--- src/rtl/calc_pkg.sv ---
`default_nettype none
// ============================================================================
//  Module   : calc_pkg
//  Purpose  : Shared constants and types for the BCD calculator keypad
//             entry path: key codes, controller state encoding, display
//             select codes and the 4-digit BCD operand type.
//  Ports    : none (package)
//  Revision : 1.0  initial release
// ============================================================================
package calc_pkg;

  // Key codes delivered by the debouncer; 0-9 are digits, 15 is unused.
  localparam logic [3:0] KEY_ADD    = 4'd10;
  localparam logic [3:0] KEY_SUB    = 4'd11;
  localparam logic [3:0] KEY_EQ     = 4'd12;
  localparam logic [3:0] KEY_BS     = 4'd13;
  localparam logic [3:0] KEY_CE     = 4'd14;
  localparam logic [3:0] KEY_UNUSED = 4'd15;

  // Entry controller state encoding.
  localparam int         STATE_W  = 2;
  localparam logic [1:0] ENTER_A  = 2'd0;
  localparam logic [1:0] ENTER_B  = 2'd1;
  localparam logic [1:0] WAIT_RES = 2'd2;
  localparam logic [1:0] RESULT   = 2'd3;

  // Display stage source select.
  localparam logic [1:0] DISP_A   = 2'd0;
  localparam logic [1:0] DISP_B   = 2'd1;
  localparam logic [1:0] DISP_RES = 2'd2;

  // Maximum number of digits held by one operand.
  localparam logic [2:0] MAX_DIGITS = 3'd4;

  typedef struct packed {
    logic [3:0] thousands;
    logic [3:0] hundreds;
    logic [3:0] tens;
    logic [3:0] ones;
  } bcd4_t;

  function automatic logic key_is_digit(input logic [3:0] code);
    return (code <= 4'd9);
  endfunction

endpackage : calc_pkg
`default_nettype wire

--- src/rtl/bcd_operand_reg.sv ---
`default_nettype none
// ============================================================================
//  Module   : bcd_operand_reg
//  Purpose  : One 4-digit BCD operand register with a 0..4 digit count.
//             Commands, highest priority first:
//               zero      : value <- 0000, count <- 0
//               load      : value <- load_val, count <- 4
//               seed      : value <- 000d, count <- 1 (fresh single digit)
//               shift_in  : shift left, ones <- digit (ignored at count 4)
//               backspace : shift right, thousands <- 0 (ignored at count 0)
//  Ports    : clk, clear (sync active-high), zero, load, load_val, seed,
//             shift_in, digit, backspace -> value, count
//  Revision : 1.0  initial release
// ============================================================================
module bcd_operand_reg
  import calc_pkg::*;
(
  input  logic       clk,
  input  logic       clear,
  input  logic       zero,
  input  logic       load,
  input  bcd4_t      load_val,
  input  logic       seed,
  input  logic       shift_in,
  input  logic [3:0] digit,
  input  logic       backspace,
  output bcd4_t      value,
  output logic [2:0] count
);

  bcd4_t      value_d, value_q;
  logic [2:0] count_d, count_q;

  always_comb begin
    value_d = value_q;
    count_d = count_q;
    if (zero) begin
      value_d = '0;
      count_d = 3'd0;
    end else if (load) begin
      value_d = load_val;
      count_d = MAX_DIGITS;
    end else if (seed) begin
      value_d      = '0;
      value_d.ones = digit;
      count_d      = 3'd1;
    end else if (shift_in) begin
      if (count_q < MAX_DIGITS) begin
        value_d.thousands = value_q.hundreds;
        value_d.hundreds  = value_q.tens;
        value_d.tens      = value_q.ones;
        value_d.ones      = digit;
        count_d           = count_q + 3'd1;
      end
    end else if (backspace) begin
      if (count_q != 3'd0) begin
        value_d.thousands = 4'd0;
        value_d.hundreds  = value_q.thousands;
        value_d.tens      = value_q.hundreds;
        value_d.ones      = value_q.tens;
        count_d           = count_q - 3'd1;
      end
    end
  end

  always_ff @(posedge clk) begin
    if (clear) begin
      value_q <= '0;
      count_q <= 3'd0;
    end else begin
      value_q <= value_d;
      count_q <= count_d;
    end
  end

  assign value = value_q;
  assign count = count_q;

endmodule : bcd_operand_reg
`default_nettype wire

--- src/rtl/bcd_entry_ctrl.sv ---
`default_nettype none
// ============================================================================
//  Module   : bcd_entry_ctrl
//  Purpose  : Keypad entry controller for the 4-digit BCD calculator.
//             Sequences operand A, operator, operand B, result request and
//             chaining of the result back into operand A.
//  Ports    : clk, clear (sync active-high), key_valid, key_code[3:0],
//             res_{ones,tens,hundreds,thousands}[3:0]  (ALU result in)
//             num1_*[3:0], num2_*[3:0]                 (operands out)
//             op_selected (0 add / 1 sub), display_sel[1:0], result_valid
//  Revision : 1.0  initial release
// ============================================================================
module bcd_entry_ctrl
  import calc_pkg::*;
(
  input  logic       clk,
  input  logic       clear,
  input  logic       key_valid,
  input  logic [3:0] key_code,
  input  logic [3:0] res_ones,
  input  logic [3:0] res_tens,
  input  logic [3:0] res_hundreds,
  input  logic [3:0] res_thousands,
  output logic [3:0] num1_ones,
  output logic [3:0] num1_tens,
  output logic [3:0] num1_hundreds,
  output logic [3:0] num1_thousands,
  output logic [3:0] num2_ones,
  output logic [3:0] num2_tens,
  output logic [3:0] num2_hundreds,
  output logic [3:0] num2_thousands,
  output logic       op_selected,
  output logic [1:0] display_sel,
  output logic       result_valid
);

  logic [STATE_W-1:0] state_d, state_q;
  logic               op_d, op_q;

  logic       w_a_zero, w_a_load, w_a_seed, w_a_shift, w_a_bs;
  logic       w_b_zero, w_b_shift, w_b_bs;
  logic       w_is_digit, w_is_op;
  bcd4_t      w_res, w_a_val, w_b_val;
  logic [2:0] w_a_cnt, w_b_cnt;

  assign w_res.thousands = res_thousands;
  assign w_res.hundreds  = res_hundreds;
  assign w_res.tens      = res_tens;
  assign w_res.ones      = res_ones;

  assign w_is_digit = key_is_digit(key_code);
  assign w_is_op    = (key_code == KEY_ADD) || (key_code == KEY_SUB);

  // Control decode. Keys not named in a state (equals in ENTER_A, code 15
  // everywhere, anything in WAIT_RES) fall through with no effect.
  always_comb begin
    state_d   = state_q;
    op_d      = op_q;
    w_a_zero  = 1'b0;
    w_a_load  = 1'b0;
    w_a_seed  = 1'b0;
    w_a_shift = 1'b0;
    w_a_bs    = 1'b0;
    w_b_zero  = 1'b0;
    w_b_shift = 1'b0;
    w_b_bs    = 1'b0;
    case (state_q)
      ENTER_A: begin
        if (key_valid) begin
          if (w_is_digit) begin
            w_a_shift = 1'b1;
          end else if (w_is_op) begin
            op_d     = (key_code == KEY_SUB);
            w_b_zero = 1'b1;
            state_d  = ENTER_B;
          end else if (key_code == KEY_BS) begin
            w_a_bs = 1'b1;
          end else if (key_code == KEY_CE) begin
            w_a_zero = 1'b1;
          end
        end
      end
      ENTER_B: begin
        if (key_valid) begin
          if (w_is_digit) begin
            w_b_shift = 1'b1;
          end else if (w_is_op) begin
            // Operator may only be changed before any B digit is typed.
            if (w_b_cnt == 3'd0) begin
              op_d = (key_code == KEY_SUB);
            end
          end else if (key_code == KEY_EQ) begin
            state_d = WAIT_RES;
          end else if (key_code == KEY_BS) begin
            w_b_bs = 1'b1;
          end else if (key_code == KEY_CE) begin
            w_b_zero = 1'b1;
          end
        end
      end
      WAIT_RES: begin
        // One cycle for the ALU to register its result from frozen operands.
        state_d = RESULT;
      end
      RESULT: begin
        if (key_valid) begin
          if (w_is_digit) begin
            w_a_seed = 1'b1;
            w_b_zero = 1'b1;
            op_d     = 1'b0;
            state_d  = ENTER_A;
          end else if (w_is_op) begin
            // Chaining: the result becomes the new operand A.
            w_a_load = 1'b1;
            w_b_zero = 1'b1;
            op_d     = (key_code == KEY_SUB);
            state_d  = ENTER_B;
          end else if (key_code == KEY_CE) begin
            w_a_zero = 1'b1;
            w_b_zero = 1'b1;
            op_d     = 1'b0;
            state_d  = ENTER_A;
          end
        end
      end
      default: begin
        state_d = ENTER_A;
      end
    endcase
  end

  always_ff @(posedge clk) begin
    if (clear) begin
      state_q <= ENTER_A;
      op_q    <= 1'b0;
    end else begin
      state_q <= state_d;
      op_q    <= op_d;
    end
  end

  bcd_operand_reg u_opnd_a (
    .clk       (clk),
    .clear     (clear),
    .zero      (w_a_zero),
    .load      (w_a_load),
    .load_val  (w_res),
    .seed      (w_a_seed),
    .shift_in  (w_a_shift),
    .digit     (key_code),
    .backspace (w_a_bs),
    .value     (w_a_val),
    .count     (w_a_cnt)
  );

  bcd_operand_reg u_opnd_b (
    .clk       (clk),
    .clear     (clear),
    .zero      (w_b_zero),
    .load      (1'b0),
    .load_val  (w_res),
    .seed      (1'b0),
    .shift_in  (w_b_shift),
    .digit     (key_code),
    .backspace (w_b_bs),
    .value     (w_b_val),
    .count     (w_b_cnt)
  );

  always_comb begin
    display_sel = DISP_RES;
    case (state_q)
      ENTER_A: display_sel = DISP_A;
      ENTER_B: display_sel = DISP_B;
      default: display_sel = DISP_RES;
    endcase
  end

  assign result_valid   = (state_q == RESULT);
  assign op_selected    = op_q;

  assign num1_thousands = w_a_val.thousands;
  assign num1_hundreds  = w_a_val.hundreds;
  assign num1_tens      = w_a_val.tens;
  assign num1_ones      = w_a_val.ones;
  assign num2_thousands = w_b_val.thousands;
  assign num2_hundreds  = w_b_val.hundreds;
  assign num2_tens      = w_b_val.tens;
  assign num2_ones      = w_b_val.ones;

endmodule : bcd_entry_ctrl
`default_nettype wire

--- config.mk ---
export PLATFORM = sky130hd
export DESIGN_NAME = bcd_entry_ctrl
export DESIGN_NICKNAME = d
export VERILOG_FILES = /design/src/rtl/calc_pkg.sv /design/src/rtl/bcd_operand_reg.sv /design/src/rtl/bcd_entry_ctrl.sv
export SDC_FILE = /design/constraint.sdc
export NUM_CORES = 1
export LEC_CHECK = 0
export ABC_AREA = 1
export CAP_MARGIN = 20
export CORE_ASPECT_RATIO = 1.4
export CORE_UTILIZATION = 51
export DETAILED_ROUTE_END_ITERATION = 8
export PLACE_DENSITY_LB_ADDON = 0.08
export SLEW_MARGIN = 20
export SYNTH_ARGS = -nofsm -noshare
export SYNTH_HDL_FRONTEND = slang
export SYNTH_SLANG_ARGS = --single-unit
--- constraint.sdc ---
create_clock -name clk -period 2.66 [get_ports clk]
set_input_delay 0.798 -clock clk [delete_from_list [all_inputs] [get_ports clk]]
set_output_delay 0.798 -clock clk [all_outputs]
set_load 0.1 [all_outputs]
; ---- Word-level counts from Yosys, hierarchy flattened
; Index checks and enable logic that the tools add are counted.
[totals]
register_bits = 41
input_bits = 23
out_inout_bits = 36
elab_cells = 149
[classes]
add_sub_neg = 4
order_cmp = 3
n_eq_ne = 23
n_mux = 81
reduce_logical = 24
[op_table]
columns = operator, count
row1 = 16-bit 2-to-1 mux, 10
row2 = 1-bit 2-to-1 mux, 45
row3 = 3-bit 2-to-1 mux, 10
row4 = 2-bit != test (second input constant), 12
row5 = 2-bit 2-to-1 mux, 11
row6 = 4-bit == test (second input constant), 5
row7 = 3-bit nonzero test, 5
row8 = 3-bit AND reduction, 4
row9 = 10-bit AND reduction, 1
row10 = 9-bit AND reduction, 1
row11 = 2-bit case mux with 4 select lines, 1
row12 = 2-bit nonzero test, 4
row13 = 4-bit nonzero test, 2
row14 = 3-bit by 1-bit adder with 3-bit output (second input constant), 2
row15 = 3-bit less-than comparator (second input constant), 2
row16 = 1-bit case mux with 3 select lines, 2
row17 = 3-bit by 1-bit subtractor with 3-bit output (second input constant), 2
row18 = 2-bit == test (second input constant), 2
row19 = 4-bit <= comparator (second input constant), 1
row20 = 4-bit by 1-bit != test with 1-bit output (second input constant), 1
row21 = 4-bit by 2-bit != test with 1-bit output (second input constant), 1
row22 = 2-bit case mux with 2 select lines, 1
row23 = 2-bit OR reduction, 2
row24 = 4-bit OR reduction, 1
row25 = 7 further kinds, 7

; ---- Logic depth before layout (Yosys ltp)
; Gate-level depths: netlist of run 1.
[depth]
ltp_word = 10
depth_mapped = 13
depth_no_buf = 12

; ---- Cells and area by module
; From an unflattened synthesis of run 1, not the netlist that was laid out.
[hier_totals]
cells_unflattened = 508
hier_area_um2 = 2976.6
[modules_own_cells]
columns = mod, n_inst, cells_per_inst, area_each_um2, seq_area_each_um2
row1 = bcd_operand_reg, 2, 212, 1251.2, 380.4
row2 = bcd_entry_ctrl, 1, 84, 474.2, 60.1

; ---- Least setup slack after synthesis of run 1
; Ideal clock, no wire load.
[synth_timing]
kind = register -> output
startpoint = register state_q[1]
endpoint = output display_sel[1]
t_arrival_ps = 2503
required_ps = 1862
slack_ps = -641
path_stages_with_launch = 4
n_path_buf = 0
cell_sequence = dfxtp_1 > inv_1 > ha_1 > nor2_1
[synth_between]
elab_chain_len = 2
word_cells_on_any_way = 3
classes_between = eq/ne: 1 / mux: 1 / reduce/logical: 1
[synth_rtl]
columns = item, line_no
row1 = start: declaration, bcd_entry_ctrl.sv:37  ; logic [STATE_W-1:0] state_d, state_q;
row2 = start signal: assignment, bcd_entry_ctrl.sv:137  ; state_q <= state_d;
row3 = 2-bit by 1-bit == test with 1-bit output or 2-bit logical NOT (tied branches), bcd_entry_ctrl.sv:172  ; case (state_q)
row4 = 2-bit case mux with 2 select lines (*), bcd_entry_ctrl.sv:172
row5 = end: declaration, bcd_entry_ctrl.sv:33  ; output logic [1:0] display_sel,
; Every way passes the cells marked *; elsewhere a longest branch is shown, timed or not.

; ---- Worst setup path in the final report of run 1
[layout_timing]
startpoint = input key_code[3]
endpoint = register u_opnd_b.count_q[2], in the netlist u_opnd_b.count[2]
[layout_between]
elab_chain_len = 9
word_cells_on_any_way = 35
classes_between = order compare: 1 / eq/ne: 6 / mux: 23 / reduce/logical: 5
[layout_rtl]
columns = item, line_no
row1 = start: declaration, bcd_entry_ctrl.sv:19  ; input logic [3:0] key_code,
row2 = 4-bit == test (on tied branches), "bcd_entry_ctrl.sv:96, bcd_entry_ctrl.sv:118, bcd_entry_ctrl.sv:94"
row3 = 1-bit 2-to-1 mux (on tied branches), "bcd_entry_ctrl.sv:96, bcd_entry_ctrl.sv:118, bcd_entry_ctrl.sv:94"
row4 = 1-bit 2-to-1 mux (on tied branches), "bcd_entry_ctrl.sv:94, bcd_entry_ctrl.sv:92"
row5 = 1-bit 2-to-1 mux (on tied branches), "bcd_entry_ctrl.sv:92, bcd_entry_ctrl.sv:87"
row6 = 1-bit 2-to-1 mux (on tied branches), "bcd_entry_ctrl.sv:87, bcd_entry_ctrl.sv:85"
row7 = 1-bit 2-to-1 mux (on tied branches), "bcd_entry_ctrl.sv:85, bcd_entry_ctrl.sv:84"
row8 = 1-bit 2-to-1 mux (on tied branches), "bcd_entry_ctrl.sv:84, bcd_entry_ctrl.sv:67"
row9 = 1-bit case mux with 3 select lines or 2-bit nonzero test (tied branches), -
row10 = 2-bit OR reduction (no source line) or 3-bit AND reduction (tied branches), -
row11 = end signal: assignment, bcd_operand_reg.sv:72  ; count_q <= count_d;
row12 = end: declaration, bcd_operand_reg.sv:32  ; logic [2:0] count_d, count_q;
; Several ways; a longest one is shown, not always the timed one.
; A chain may end at the register's enable or synchronous reset.

==> flow_summary.yaml, run 1 <==
global_route:
  gr-total-overflow: 0
  grt.total_usage_pct: 25.6
  grt_pass1_vias: 2603
  grt_max_degree: 33
  antenna_found_initial: 0
  grt_pass1_wl_um: 11300
detailed_routing:
  initialDrtViolationCount: 161
  vias_per_cell: 5.05
  vias: 2767
  ant_nets: 0
  wirelength_um: 6420
  post_drt_wl_per_cell_um: 11.7
  drt_pass1_iterations: 5
  drc: 0
placed_design:
  place_ws_ns: -0.0248
  gp_congestion: 0.865
  io_buffers: 58
  dpl_cell_area_um2: 3310
  place_inst: 541
  dp.final_hpwl_um: 4750
setup_path:
  path_cells: "clkdlybuf4s50_1, nand2_4, nand4_2, fa_1, inv_1, nand2_1, nand2_1, nand2_1, nand2_1, nand2_1, nor2_2"
  r2r_slack_ns: 0.68
  startpoint_type: "primary input"
  rr_worst_depth: 11
  critPathMaxStageDelay_ns: 0.54
  setup.worst_path.class: "primary input to flop"
  crit_top_cell: "nand2_1"
  timing.rr.end: "u_opnd_b.count[2]$_SDFFE_PP0P_"
  worstPathArrival_ns: 2.61
  cp_max_fo: 8
  r2r-start: "state_q[1]$_SDFFE_PP0P_"
  cp-end-kind: "flop"
  slowest_stage: "clkdlybuf4s50_1"
  crit_required_ns: 2.90
hold_path:
  holdPathStages: 2
  hold_start: "op_selected$_SDFFE_PP0P_"
  holdPathEnd: "op_selected$_SDFFE_PP0P_"
  timing.hold.worst.class: "flop to flop"
sta:
  fin_skew_ns: 0.00533
  rsz0062_at_grt: "false"
  setup_viol: 0
  finalCritPeriodShare_pct: 89.1
  relSlewSlack_pct: 77.5
  finalSetupTns_ns: 0
  setup_slack_ns: 0.291
  slew_viol_final: 0
  holdWs_ns: 0.501
  timing.fmax_mhz: 422
  tightest_slew_ns: 0.337
  min_period_ns: 2.37
  hold_viol: 0
logic_synthesis:
  netlist-cell-type-count: 29
  yosysSeqAreaShare_pct: 30.7
  syn_avg_cell_area_um2: 6.45
  synth_nets: 443
  ys_seq_elements: 41
  synth_warnings: 0
  synth_area_um2: 2670
  netlist_instances: 414
power:
  internal_power_mw: 1.12
  switching_share_pct: 39.1
  combPwrFrac_pct: 35.5
  peakVddDrop_mv: 0.392
  netSwitchingPower_mw: 0.716
  power.leakage_nw: 1.58
  seqPwrFrac_pct: 37.4
  power_mw: 1.83
  powerDensity_nw_per_um2: 537
  p_clk_share_pct: 27.1
floorplan:
  die_h_um: 87.6
  die_area_um2: 5530
  rows: 30
  ioPinCount: 59
  core_area_um2: 4950
  die_w_um: 63.2
  start_util_pct: 53.9
layout:
  final_cell_mix: "nand2_1 (111), buf_4 (52), nor2_1 (49)"
  stdcell_count: 548
  nets: 513
  stdcell_area_um2: 3410
  layout-area-overhead-vs-synth_pct: 27.7
  drive_above_1_share_pct: 22.1
  post-route-util_pct: 68.8
  n_antenna_cell: 0
  layout_commonest_cell: "nand2_1"
clocking:
  numCtsBuffers: 5
  cts_root_buf: "clkbuf_8"
  postCtsResizedCells: 0
  hold_buffers: 0
  numClockSinks: 41
  clockBufferDepth: 2
  cts_setup_buffers: 0
  clock_latency_ns: 0.29
  cts.clk_slew.worst_paths_ns: 0.08
  cts_max_level: 2
  cts_tree: "done"
status:
  run_status: "completed"
flow_run:
  cap_violations: 0
power groups by stage:
stage	combinational (mW)	sequential [mW]	clock (mW)
4_1_cts	0.652	0.685	0.507
3_3_place_gp	0.648	0.699	0
3_5_place_dp	0.649	0.699	0
6_report	0.650	0.685	0.497
2_1_floorplan	0.278	0.910	0
5_1_grt	0.707	0.691	0.527
cells by family (layout without fill, tap and decap cells):
kind of cell / Yosys count / in the layout / synth area share (%)
xor gates and xnor gates: 1 / 1 / 0.328
DFF: 41 / 41 / 30.7
buffers and inverters: 69 / 139 / 11.8
AOI/OAI and AO/OA: 63 / 63 / 13.0
adders and majority gates: 6 / 6 / 3.09
and+or+nand+nor: 234 / 234 / 41.1
registers in the layout, summed over array words and instances (netlist names):
signal and cells:
u_opnd_a.value 16, u_opnd_b.value 16, u_opnd_a.count 3, u_opnd_b.count 3
state_q 2, op_selected 1
routing by layer:
metal / vias up / track usage [%] / routed length [µm]
li1: 1440 / - / -
met1: 1240 / 28.6 / 2750
met2: 75 / 46.9 / 3300
met3: 12 / 4.30 / 229
met4: 0 / 12.3 / 138
met5: - / 0 / 0
area by class of cell:
type                    instances  area (µm²)
flip-flops and latches         41         821
well taps                      64        80.1
multi-input cells             304        1550
repair buffers                 76         651
inverters                      56         210
clock inverters                 2        35.0
fillers                       465        1540
clock buffers                   5        68.8
worst max path at each step:
| stage | from | endpoint | slack (ns) |
|---|---|---|---|
| floorplan | state_q[0]$_SDFFE_PP0P_ | u_opnd_a.value[15]$_SDFFE_PP0P_ | 0.29 |
| global placement | key_code[3] | u_opnd_b.count[2]$_SDFFE_PP0P_ | 0.05 |
| detailed placement | key_code[3] | u_opnd_b.count[2]$_SDFFE_PP0P_ | -0.02 |
| CTS | key_code[3] | u_opnd_b.count[2]$_SDFFE_PP0P_ | 0.28 |
| global route | key_code[3] | u_opnd_b.count[2]$_SDFFE_PP0P_ | 0.17 |
| finish | key_code[3] | u_opnd_b.count[2]$_SDFFE_PP0P_ | 0.29 |
cells in the mapped netlist:
master,number,area share (%)
nand3b_1,2,0.56
nand3_2,2,0.75
nand3_1,39,7.3
dfxtp_1,41,31
or2_1,1,0.23
inv_2,9,1.3
buf_2,5,0.94
ha_1,5,2.3
nand2_4,7,3.0
nand4_2,1,0.47
o21a_1,1,0.28
o21bai_1,1,0.28
nand4_1,2,0.47
o21ai_2,7,2.3
nor2_4,4,1.7
a21oi_1,12,2.2
nor2_2,11,2.6
o21ai_1,11,2.1
nand4_4,1,0.80
nand2_1,111,16
nor2_1,50,7.0
buf_6,5,2.1
o21ai_0,31,5.8
nor3_1,1,0.19
fa_1,1,0.75
nand2_2,2,0.47
inv_1,47,6.6
buf_4,3,0.84
xor2_1,1,0.33
worst max-delay path, delay by kind of cell:
| kind | cells | cell delay, ns |
|---|---|---|
| buf+inv | 2 | 0.61 |
| simple gates | 8 | 0.74 |
| fa+ha+maj | 1 | 0.46 |
Note: power is estimated with default switching activity, not from simulation.
==> inputs of run 2 (changes only) <==
Settings changed: SKIP_CTS_REPAIR_TIMING set to 1.
==> results of run 2 <==
Final layout, timing and power as in run 1 (identical DEF).
==> inputs of run 3 (changes only) <==
Settings changed: ABC_CLOCK_PERIOD_IN_PS set to 2660, CAP_MARGIN 20 to 5, CORE_MARGIN set to 8.
==> flow_summary.yaml, run 3 (synthesis gave the netlist of run 1 again) <==
sta:
  rsz0062_at_grt: "false"
  fin_skew_ns: 0.00271
  finalCritPeriodShare_pct: 88.5
  setup_slack_ns: 0.305
  min_period_ns: 2.35
  hold_viol: 0
  setup_viol: 0
  relSlewSlack_pct: 76.7
  slew_viol_final: 0
  timing.fmax_mhz: 425
  tightest_slew_ns: 0.348
  finalSetupTns_ns: 0
floorplan:
  ioPinCount: 59
  rows: 31
  core_area_um2: 5120
  die_w_um: 77.2
  die_h_um: 102
  start_util_pct: 52.2
  die_area_um2: 7840
setup_path:
  worstPathArrival_ns: 2.59
  setup.worst_path.class: "primary input to flop"
  timing.rr.end: "u_opnd_a.count[2]$_SDFFE_PP0P_"
  path_cells: "clkdlybuf4s50_1, nand2_4, nand4_2, fa_1, inv_1, nand2_1, nand2_1, nand2_1, nand2_1, nand2_1, nor2_2"
  slowest_stage: "clkdlybuf4s50_1"
  r2r-start: "state_q[0]$_SDFFE_PP0P_"
  rr_worst_depth: 12
  critPathMaxStageDelay_ns: 0.53
  cp_max_fo: 8
  startpoint_type: "primary input"
  crit_top_cell: "nand2_1"
  crit_required_ns: 2.90
  r2r_slack_ns: 0.62
  cp-end-kind: "flop"
clocking:
  numCtsBuffers: 5
  cts_tree: "done"
  clock_latency_ns: 0.29
  numClockSinks: 41
  clockBufferDepth: 2
  cts.clk_slew.worst_paths_ns: 0.08
  cts_max_level: 2
  cts_root_buf: "clkbuf_8"
detailed_routing:
  initialDrtViolationCount: 185
  post_drt_wl_per_cell_um: 12.8
  vias_per_cell: 5.10
  wirelength_um: 7010
  vias: 2797
  drt_pass1_iterations: 4
  ant_nets: 0
  drc: 0
hold_path:
  holdPathStages: 2
  hold_start: "op_selected$_SDFFE_PP0P_"
  timing.hold.worst.class: "flop to flop"
  holdPathEnd: "op_selected$_SDFFE_PP0P_"
placed_design:
  io_buffers: 58
  gp_congestion: 0.865
  dp.final_hpwl_um: 5330
  place_ws_ns: -0.000815
layout:
  final_cell_mix: "nand2_1 (111), nor2_1 (49), inv_1 (47), buf_4 (47), dfxtp_1 (41)"
  layout_commonest_cell: "nand2_1"
  layout-area-overhead-vs-synth_pct: 28.2
  nets: 510
  post-route-util_pct: 66.9
  n_antenna_cell: 0
  drive_above_1_share_pct: 21.6
status:
  run_status: "completed"
global_route:
  antenna_found_initial: 0
  grt_pass1_wl_um: 12100
  grt.total_usage_pct: 18.4
  gr-total-overflow: 0
  grt_pass1_vias: 2746
  grt_max_degree: 33
power:
  peakVddDrop_mv: 0.415
  powerDensity_nw_per_um2: 540
  power.leakage_nw: 1.57
flow_run:
  cap_violations: 0
==> run 3: changes by cell type in the layout (fill, tap and decap cells not counted) <==
| cell | delta |
|---|---|
| buf_4 | -5 |
| buf_12 | +2 |
| clkbuf_1 | +1 |
| clkinv_2 | -1 |
| clkinv_4 | +1 |
==> run 3: how the worst max path moves through the flow <==
stage,startpoint,endpoint,cells past startpoint
detailed placement,key_code[3],u_opnd_b.count[2]$_SDFFE_PP0P_,10
global route,key_valid,u_opnd_a.count[2]$_SDFFE_PP0P_,11
finish,key_code[3],u_opnd_b.count[2]$_SDFFE_PP0P_,11
global placement,key_code[3],u_opnd_b.count[2]$_SDFFE_PP0P_,10
CTS,key_valid,u_opnd_a.count[2]$_SDFFE_PP0P_,11
floorplan,state_q[0]$_SDFFE_PP0P_,u_opnd_a.value[15]$_SDFFE_PP0P_,9
==> run 3: cell type report <==
| cell class | count | area, µm² |
|---|---|---|
| Fill cell | 489 | 1700 |
| Clock inverter | 2 | 38.8 |
| Clock buffer | 6 | 72.6 |
| Multi-Input combinational cell | 304 | 1550 |
| Timing Repair Buffer | 73 | 653 |
| Sequential cell | 41 | 821 |
| Tap cell | 66 | 82.6 |
| Inverter | 56 | 210 |
==> run 3: power by group <==
group / total [mW] / switching, mW / leakage, nW / internal (mW)
registers: 0.687 / 0.0343 / 0.332 / 0.653
logic: 0.652 / 0.463 / 1.18 / 0.190
clock network: 0.510 / 0.228 / 0.0554 / 0.282
==> run 3: through the flow <==
stage / std cells / power (mW) / hold slack [ns] / cell area (µm²)
6_report: 548 / 1.85 / 0.501 / 3420
5_1_grt: 548 / 1.94 / 0.540 / 3420
4_1_cts: 548 / 1.87 / 0.513 / 3420
3_5_place_dp: 540 / 1.36 / 0.491 / 3310
3_3_place_gp: 540 / 1.35 / 0.475 / 3310
2_1_floorplan: 414 / 1.19 / 0.478 / 2680
==> run 3: worst max-delay path: cells and delay by family <==
family | cells | cell delay [ns]
buffers and inverters | 2 | 0.59
AND/OR/NAND/NOR | 8 | 0.74
adder cells (fa/ha/maj) | 1 | 0.45
==> run 3: layer usage <==
layer,vias to the layer above,wire [µm],global-route usage (%)
met5,-,0,0
li1,1429,-,-
met4,0,200,8.45
met1,1280,2870,19.3
met3,17,333,4.00
met2,71,3600,34.2
